$ cat src/rtl/serial_adder_n_if.sv
// Handshake/result bundle for serial_adder_n.
// Carries the optional sub request when SERIAL_ADDER_SUB_EN is defined.
interface serial_adder_n_if #(
    parameter int WIDTH = 8
);
    logic             start;
    logic [WIDTH-1:0] a;
    logic [WIDTH-1:0] b;
    logic             cin;
`ifdef SERIAL_ADDER_SUB_EN
    logic             sub;
`endif
    logic             busy;
    logic             done;
    logic [WIDTH-1:0] sum;
    logic             cout;

    modport master (
`ifdef SERIAL_ADDER_SUB_EN
        output sub,
`endif
        output start, a, b, cin,
        input  busy, done, sum, cout
    );

    modport slave (
`ifdef SERIAL_ADDER_SUB_EN
        input  sub,
`endif
        input  start, a, b, cin,
        output busy, done, sum, cout
    );
endinterface

$ cat src/rtl/serial_adder_n.sv
// Multi-cycle adder summing DIGIT bits per clock through a registered carry.
// Define SERIAL_ADDER_SUB_EN to add the sub (a-b) request.
module serial_adder_n #(
    parameter int WIDTH = 8,
    parameter int DIGIT = 1
) (
    input logic             clk,
    input logic             rst_n,
    serial_adder_n_if.slave bus
);
    localparam int STEPS = WIDTH / DIGIT;
    localparam int CW    = (STEPS > 1) ? $clog2(STEPS) : 1;

    typedef enum logic [1:0] {IDLE, RUN, DONE} state_t;

    state_t           state;
    logic [WIDTH-1:0] a_sh;
    logic [WIDTH-1:0] b_sh;
    logic [WIDTH-1:0] acc;
    logic             carry;
    logic [CW-1:0]    cnt;

    logic [DIGIT:0]   dsum;
    logic [WIDTH-1:0] acc_nxt;
    logic             last;
    logic [WIDTH-1:0] b_in;
    logic             c_in;

`ifdef SERIAL_ADDER_SUB_EN
    // Two's-complement subtract: invert B and inject a carry of one.
    assign b_in = bus.sub ? ~bus.b : bus.b;
    assign c_in = bus.sub ? 1'b1 : bus.cin;
`else
    assign b_in = bus.b;
    assign c_in = bus.cin;
`endif

    assign dsum = {1'b0, a_sh[DIGIT-1:0]}
                + {1'b0, b_sh[DIGIT-1:0]}
                + (DIGIT+1)'(carry);

    // New digit enters at the MSB end; after STEPS digits acc is aligned.
    assign acc_nxt = WIDTH'({dsum[DIGIT-1:0], acc} >> DIGIT);
    assign last    = (cnt == CW'(STEPS - 1));

    always_ff @(posedge clk) begin
        if (!rst_n) begin
            state    <= IDLE;
            a_sh     <= '0;
            b_sh     <= '0;
            acc      <= '0;
            carry    <= 1'b0;
            cnt      <= '0;
            bus.busy <= 1'b0;
            bus.done <= 1'b0;
            bus.sum  <= '0;
            bus.cout <= 1'b0;
        end else begin
            bus.done <= 1'b0;
            unique case (state)
                IDLE, DONE: begin
                    if (bus.start) begin
                        a_sh     <= bus.a;
                        b_sh     <= b_in;
                        carry    <= c_in;
                        acc      <= '0;
                        cnt      <= '0;
                        bus.busy <= 1'b1;
                        state    <= RUN;
                    end else begin
                        state    <= IDLE;
                    end
                end
                RUN: begin
                    a_sh  <= a_sh >> DIGIT;
                    b_sh  <= b_sh >> DIGIT;
                    acc   <= acc_nxt;
                    carry <= dsum[DIGIT];
                    cnt   <= cnt + CW'(1);
                    if (last) begin
                        bus.sum  <= acc_nxt;
                        bus.cout <= dsum[DIGIT];
                        bus.done <= 1'b1;
                        bus.busy <= 1'b0;
                        state    <= DONE;
                    end
                end
                default: state <= IDLE;
            endcase
        end
    end
endmodule

$ cat src/flat_wrapper.sv
// flat-port wrapper written by rule: the top's interface ports become plain ports
module serial_adder_n_flat 
#(
    parameter int WIDTH = 8,
    parameter int DIGIT = 1
)
  (clk, rst_n, bus_start, bus_a, bus_b, bus_cin, bus_busy, bus_done, bus_sum, bus_cout);
  serial_adder_n_if #(.WIDTH(WIDTH)) bus_i ();
  input logic clk;
  input logic rst_n;
  input wire logic [$bits(bus_i.start)-1:0] bus_start;
  input wire logic [$bits(bus_i.a)-1:0] bus_a;
  input wire logic [$bits(bus_i.b)-1:0] bus_b;
  input wire logic [$bits(bus_i.cin)-1:0] bus_cin;
  output wire logic [$bits(bus_i.busy)-1:0] bus_busy;
  output wire logic [$bits(bus_i.done)-1:0] bus_done;
  output wire logic [$bits(bus_i.sum)-1:0] bus_sum;
  output wire logic [$bits(bus_i.cout)-1:0] bus_cout;
  assign bus_i.start = bus_start;
  assign bus_i.a = bus_a;
  assign bus_i.b = bus_b;
  assign bus_i.cin = bus_cin;
  assign bus_busy = bus_i.busy;
  assign bus_done = bus_i.done;
  assign bus_sum = bus_i.sum;
  assign bus_cout = bus_i.cout;
  serial_adder_n #(.WIDTH(WIDTH), .DIGIT(DIGIT)) u_core (.clk(clk), .rst_n(rst_n), .bus(bus_i));
endmodule
$ cat config.mk
export PLATFORM = sky130hd
export DESIGN_NAME = serial_adder_n_flat
export DESIGN_NICKNAME = d
export VERILOG_FILES = /design/src/rtl/serial_adder_n_if.sv /design/src/rtl/serial_adder_n.sv /design/src/flat_wrapper.sv
export SDC_FILE = /design/constraint.sdc
export NUM_CORES = 1
export LEC_CHECK = 0
export ABC_AREA = 1
export CAP_MARGIN = 20
export CORE_MARGIN = 1.5
export CORE_UTILIZATION = 52
export CTS_CLUSTER_SIZE = 16
export DETAILED_ROUTE_END_ITERATION = 8
export PLACE_DENSITY = 0.89
export SLEW_MARGIN = 20
export SYNTH_ARGS = -nofsm -noshare
export SYNTH_HDL_FRONTEND = slang
export SYNTH_SLANG_ARGS = --single-unit
$ cat constraint.sdc
create_clock -name clk -period 1.3 [get_ports clk]
set_input_delay 0.26 -clock clk [delete_from_list [all_inputs] [get_ports clk]]
set_output_delay 0.26 -clock clk [all_outputs]
set_load 0.03 [all_outputs]
==> results of run 1 <==
## metrics by stage
| step | utilization | instance area, µm² | setup slack, ns |
|---|---|---|---|
| 6_report | 0.675 | 2290 | 0.0276 |
| 5_1_grt | 0.675 | 2290 | 0.00266 |
| 4_1_cts | 0.680 | 2300 | 0.00842 |
| 3_5_place_dp | 0.653 | 2210 | -0.147 |
| 3_3_place_gp | 0.653 | 2210 | -0.113 |
| 2_1_floorplan | - | 1880 | 0.209 |
## cell type report
class                           instances  area (µm²)  area share
Clock buffer                            5        37.5      0.0164
Timing Repair Buffer                   39         367       0.160
Clock inverter                          3        46.3      0.0202
Multi-Input combinational cell        166         840       0.367
Tap cell                               46        57.6      0.0252
Sequential cell                        40         802       0.350
Inverter                               35         139      0.0607
## path summary, 6_finish.rpt
check | startpoint | to | slack (ns) | cells past startpoint
min reg2reg | u_core.cnt[0]$_SDFFE_PN0P_ | u_core.cnt[0]$_SDFFE_PN0P_ | 0.47 | 1
min | bus_a[7] | u_core.a_sh[7]$_SDFFE_PN0P_ | 0.46 | 3
max reg2reg | u_core.carry$_SDFFE_PN0P_ | u_core.acc[7]$_SDFFE_PN0P_ | 0.10 | 3
max | u_core.bus.sum[5]$_SDFFE_PN0P_ | bus_sum[5] | 0.03 | 1
## kinds of logic after synthesis
kind of cell	after synthesis	share of synthesized area
fa+ha+maj	3	0.0240
flops	40	0.426
buf+inv	50	0.136
compound gates	16	0.0446
simple gates	147	0.369
## registers in the layout, summed over array words and instances (netlist names), 2 cells and up
| register | cells |
|---|---|
| u_core.a_sh | 8 |
| u_core.acc | 7 |
| u_core.b_sh | 8 |
| u_core.bus.sum | 8 |
| u_core.cnt | 3 |
| u_core.state | 2 |
## power by group
group	switching (W)	internal, W	total (W)
sequential	0.0000310	0.00129	0.00132
combinational	0.000251	0.000209	0.000460
clock	0.000445	0.000411	0.000856
## worst register-to-register path, stage by stage (launching register included)
cell	delay [ns]
dfxtp_1	0.34
fa_1	0.58
nand2_1	0.06
a21oi_1	0.14
## layer usage
metal | vias up | track usage | wire length (µm)
met5 | - | 0 | 0
met4 | 0 | 0.100 | 68
met3 | 7 | 0.0429 | 178
met2 | 41 | 0.335 | 1780
met1 | 734 | 0.261 | 1740
li1 | 867 | - | -
## placed cells by master (no fill, tap or decap), drive strengths merged
cell,instances
nand3,48
nand3b,3
fa,1
clkbuf,5
clkinv,9
ha,2
o21ai,1
clkdlybuf4s50,19
clkinvlp,1
nor2,17
bufinv,1
dfxtp,40
clkdlybuf4s15,1
a21oi,15
buf,19
nor3,14
inv,27
nand2,65
==> qor.txt, run 1 <==
Status -> completed
Initial drt markers -> 83
Final hold violation count -> 0
Most common cell in the netlist -> nand2_1
Post-synth EDFFs -> 0
Crit-path max FO -> 2
Root Driver -> clkbuf_4
VDD IR max -> 0.629 mV
Hold WS -> 0.460 ns
Async SR Flop Fraction -> 0
Placer Congestion -> 0.755
Synthesized area -> 0.00188 mm²
Crit path arrival time -> 1.01 ns
Peak Freq -> 0.786 GHz
Slowest cell on crit path -> dfxtp_1
Cell family with most CP delay -> flip-flops
Post-CTS Setup Inserts -> 0
TritonRoute pass-1 iters -> 4
Syn Area/Cell -> 7.34 µm²
Cts repair resizes -> 21
Area delta synth->final -> 21.9%
Crit path cell chain -> clkdlybuf4s15_2
Worst-margin pin slew -> 0.409 ns
Vias -> 1,649
Clock H-tree levels -> 2
Final setup TNS -> 0 ns
Yosys synthesis warning count -> 0
Crit path capture type -> primary output
Commonest cells in the netlist -> nand2_1 (62), nand3_1 (46), dfxtp_1 (40)
CP max stage delay -> 0.36 ns
Power Dens Cells -> 1150 mW/mm²
Initial Util -> 0.554
Leakage power -> 1.05 nW
FF+latch count, synth -> 40
Vias in the first global route -> 1,522
Post-Syn Nets -> 279
Non-Filler Instances -> 334
Final ANT Viol Nets -> 0
Core area -> 0.00339 mm²
WL final -> 3760 µm
PortBufs -> 30
Buf+Inv Stages, Crit Path -> 1
Period utilization -> 0.979
Fillcell total -> 295
CTS tree -> done
Die height -> 63.1 µm
Number of hold buffers added after CTS -> 0
Final total power -> 0.00264 W
Ports -> 31
Synth area leaders -> dfxtp_1 (43%), nand2_1 (12%), nand3_1 (12%), inv_1 (4.6%), a21oi_1 (3.7%)
Synth Instances -> 256
Diode count -> 0
Final setup fails -> 0
CP Data Required Time -> 1.04 ns
Library cells used by synthesis -> 25
Initial antenna violation count -> 0
Core Rows -> 21
Final Max Slew Viols -> 0
Max-cap viol count -> 0
Leading area contributor after synthesis -> dfxtp_1
Nets -> 310
CTS Buffer Depth -> 2
Critical path type -> flip-flop to primary output
Vias per cell -> 4.94
CTS buffer count -> 5
Chip Width -> 63.1 µm
Startpoint types -> flip-flop
Skew final -> 0.00979 ns
Sequential share of the synthesized area -> 0.426
Clk Latency, worst-skew pair -> 0.36 ns
Die footprint -> 0.00398 mm²
Post-route DRC -> 0
Max-Slew Margin vs Limit -> 0.727
First-pass GRT wire length -> 6520 µm
Clock Sinks -> 40
Avg WL per Cell -> 11.3 µm
Hold WC Path Type -> input pin to flip-flop
Top cell type's share of synthesized area -> 0.426
Share of layout cells above drive strength 1 -> 0.139
Largest net degree at the start of global routing -> 29
GRT Overall Usage -> 0.206
GR Overflow Total -> 0
Clock transition at path regs -> 0.13 ns
Cell total after placement -> 326
Detailed Place HPWL -> 2510 µm
Ys flop type -> dfxtp_1
RSZ-0062 raised after global routing -> no
Fin crit period -> 1.27 ns
No activity file was read; power rests on OpenSTA's default activity.
==> run 2: changes to the inputs <==
- CTS_CLUSTER_SIZE: 16 -> 12
==> results of run 2 <==
Same layout as run 1: the final DEF is identical, and so are final timing and power.
==> run 3: changes to the inputs <==
- CORE_ASPECT_RATIO: not set -> 2
- CORE_UTILIZATION: 52 -> 50
- PLACE_DENSITY: 0.89 -> 0.87
==> run 3 against run 2 <==
Compared with the run above: total power grew 6.3%; first-iteration DRC count shrank 71%; clock skew grew 0.0021 ns; clock-buffer cell count is the same; sequential power is essentially flat; utilization shrank 2.7 points.
==> qor.txt, run 3 (same netlist as run 1, synthesis figures left out) <==
Status -> completed
Final hold violation count -> 0 (unchanged)
Final ANT Viol Nets -> 0 (unchanged)
Critical path type -> flip-flop to primary output
Hold WC Path Type -> flip-flop to flip-flop
Placer Congestion -> 0.812 (+7.5%)
Avg WL per Cell -> 11.7 µm (+3.7%)
Post-CTS Setup Inserts -> 0 (unchanged)
Top flop regs -> u_core.a_sh x8, u_core.b_sh x8, u_core.bus.sum x8
Leakage power -> 1.07 nW (+1.9%)
Clock Sinks -> 40 (unchanged)
Area delta synth->final -> 24.5%
Crit path arrival time -> 1.01 ns (about the same)
Chip Width -> 46.3 µm (-27%)
Final setup fails -> 0 (unchanged)
Largest net degree at the start of global routing -> 29 (unchanged)
First-pass GRT wire length -> 6640 µm (+1.9%)
Clock H-tree levels -> 2 (unchanged)
Crit path cell chain -> clkdlybuf4s15_1
Buf+Inv Stages, Crit Path -> 1 (unchanged)
Crit-path max FO -> 2 (unchanged)
VDD IR max -> 1.13 mV (+79%)
GR Overflow Total -> 0 (unchanged)
Most common cell after layout, fill and taps aside -> nand2_1
WL final -> 3940 µm (+4.9%)
Skew final -> 0.0118 ns (+0.00205 ns)
Final Max Slew Viols -> 0 (unchanged)
Core area -> 0.00361 mm² (+6.4%)
Vias -> 1,700 (+3.1%)
PortBufs -> 30 (unchanged)
Initial Util -> 0.521 (-0.0334)
GRT Overall Usage -> 0.217 (+0.0108)
Clock transition at path regs -> 0.08 ns (-0.05 ns)
CTS Buffer Depth -> 2 (unchanged)
Share of layout cells above drive strength 1 -> 0.135 (-0.00394)
Vias in the first global route -> 1,610 (+5.8%)
Core Rows -> 31 (+48%)
Diode count -> 0 (unchanged)
Period utilization -> 0.974 (-0.00522)
Die footprint -> 0.00415 mm² (+4.4%)
CTS tree -> done
Max-Slew Margin vs Limit -> 0.739 (+0.0117)
Ports -> 31 (unchanged)
Nets -> 311 (+0.32%)
RSZ-0062 raised after global routing -> no
Crit path capture type -> primary output
Final setup TNS -> 0 ns (unchanged)
Fillcell total -> 320 (+8.5%)
Startpoint types -> flip-flop
Max-cap viol count -> 0 (unchanged)
Cell family with most CP delay -> buffers and inverters
Peak Freq -> 0.790 GHz (+0.54%)
Initial drt markers -> 24 (-71%)
Post-route DRC -> 0 (unchanged)
Detailed Place HPWL -> 2750 µm (+9.4%)
Die height -> 89.7 µm (+42%)
Slowest cell on crit path -> clkdlybuf4s15_1
Worst-margin pin slew -> 0.391 ns (-0.0175 ns)
Most frequent cells in the layout -> nand2_1 (62), nand3_1 (46), dfxtp_1 (39)
CP Data Required Time -> 1.04 ns (about the same)
Vias per cell -> 5.03 (+1.9%)
CTS buffer count -> 5 (unchanged)
Initial antenna violation count -> 0 (unchanged)
CP max stage delay -> 0.37 ns (about the same)
TritonRoute pass-1 iters -> 4 (unchanged)
Clk Latency, worst-skew pair -> 0.30 ns (-0.06 ns)
Root Driver -> clkbuf_8
Power Dens Cells -> 1200 mW/mm² (+4.1%)
Hold WS -> 0.473 ns (+0.0126 ns)
Fin crit period -> 1.27 ns (-0.00679 ns)
## run 3: cell count changes in the layout (fill, tap and decap cells not counted), sizes merged
cell / change
clkinv: +1
inv: -1
buf: -3
clkbuf: +3
dlygate4sd2: +1
## run 3: per-stage QoR
stage	instance area, µm²	power (W)	util	worst slack (ns)	std cells
floorplan	1880	0.00168	-	0.209	256
global placement	2230	0.00181	0.618	-0.0663	330
detailed placement	2230	0.00182	0.618	-0.0803	330
CTS	2340	0.00282	0.648	0.000160	338
global route	2340	0.00295	0.648	0.00784	338
finish	2340	0.00281	0.648	0.0344	338
## run 3: path summary, 6_finish.rpt
path | from | to | slack (ns) | cells after the start
setup / recovery | u_core.bus.sum[5]$_SDFFE_PN0P_ | bus_sum[5] | 0.03 | 1
hold / removal | u_core.acc[5]$_SDFFE_PN0P_ | u_core.bus.sum[4]$_SDFFE_PN0P_ | 0.47 | 2
setup reg to reg | u_core.cnt[0]$_SDFFE_PN0P_ | u_core.bus.cout$_SDFFE_PN0P_ | 0.11 | 6
hold reg to reg | u_core.acc[5]$_SDFFE_PN0P_ | u_core.bus.sum[4]$_SDFFE_PN0P_ | 0.47 | 2
## run 3: area by class of cell
type                            count  area, µm²  share of cell area
Tap cell                           49       61.3              0.0262
Multi-Input combinational cell    166        830               0.355
Sequential cell                    40        802               0.343
Inverter                           35        139              0.0594
Timing Repair Buffer               40        394               0.169
Clock inverter                      3       42.5              0.0182
Clock buffer                        5       68.8              0.0294
## run 3: repair_timing
| action | 4_1_cts | 5_1_grt |
|---|---|---|
| cloned | 0 | 0 |
| hold buffers | 0 | 0 |
| pin swaps | 0 | 0 |
| resized for setup | 6 | 10 |
| setup endpoints to repair | 5 | 12 |
## run 3: per-layer routing
layer / part of all wire / global-route usage / vias up
met5: 0 / 0 / -
met4: 0.031 / 0.122 / 0
met3: 0.032 / 0.0460 / 14
met2: 0.56 / 0.395 / 34
met1: 0.38 / 0.213 / 777
li1: - / - / 875
## run 3: power by group
| part | switching [W] | internal (W) |
|---|---|---|
| logic | 0.000253 | 0.000215 |
| registers | 0.0000345 | 0.00129 |
| clock network | 0.000441 | 0.000568 |
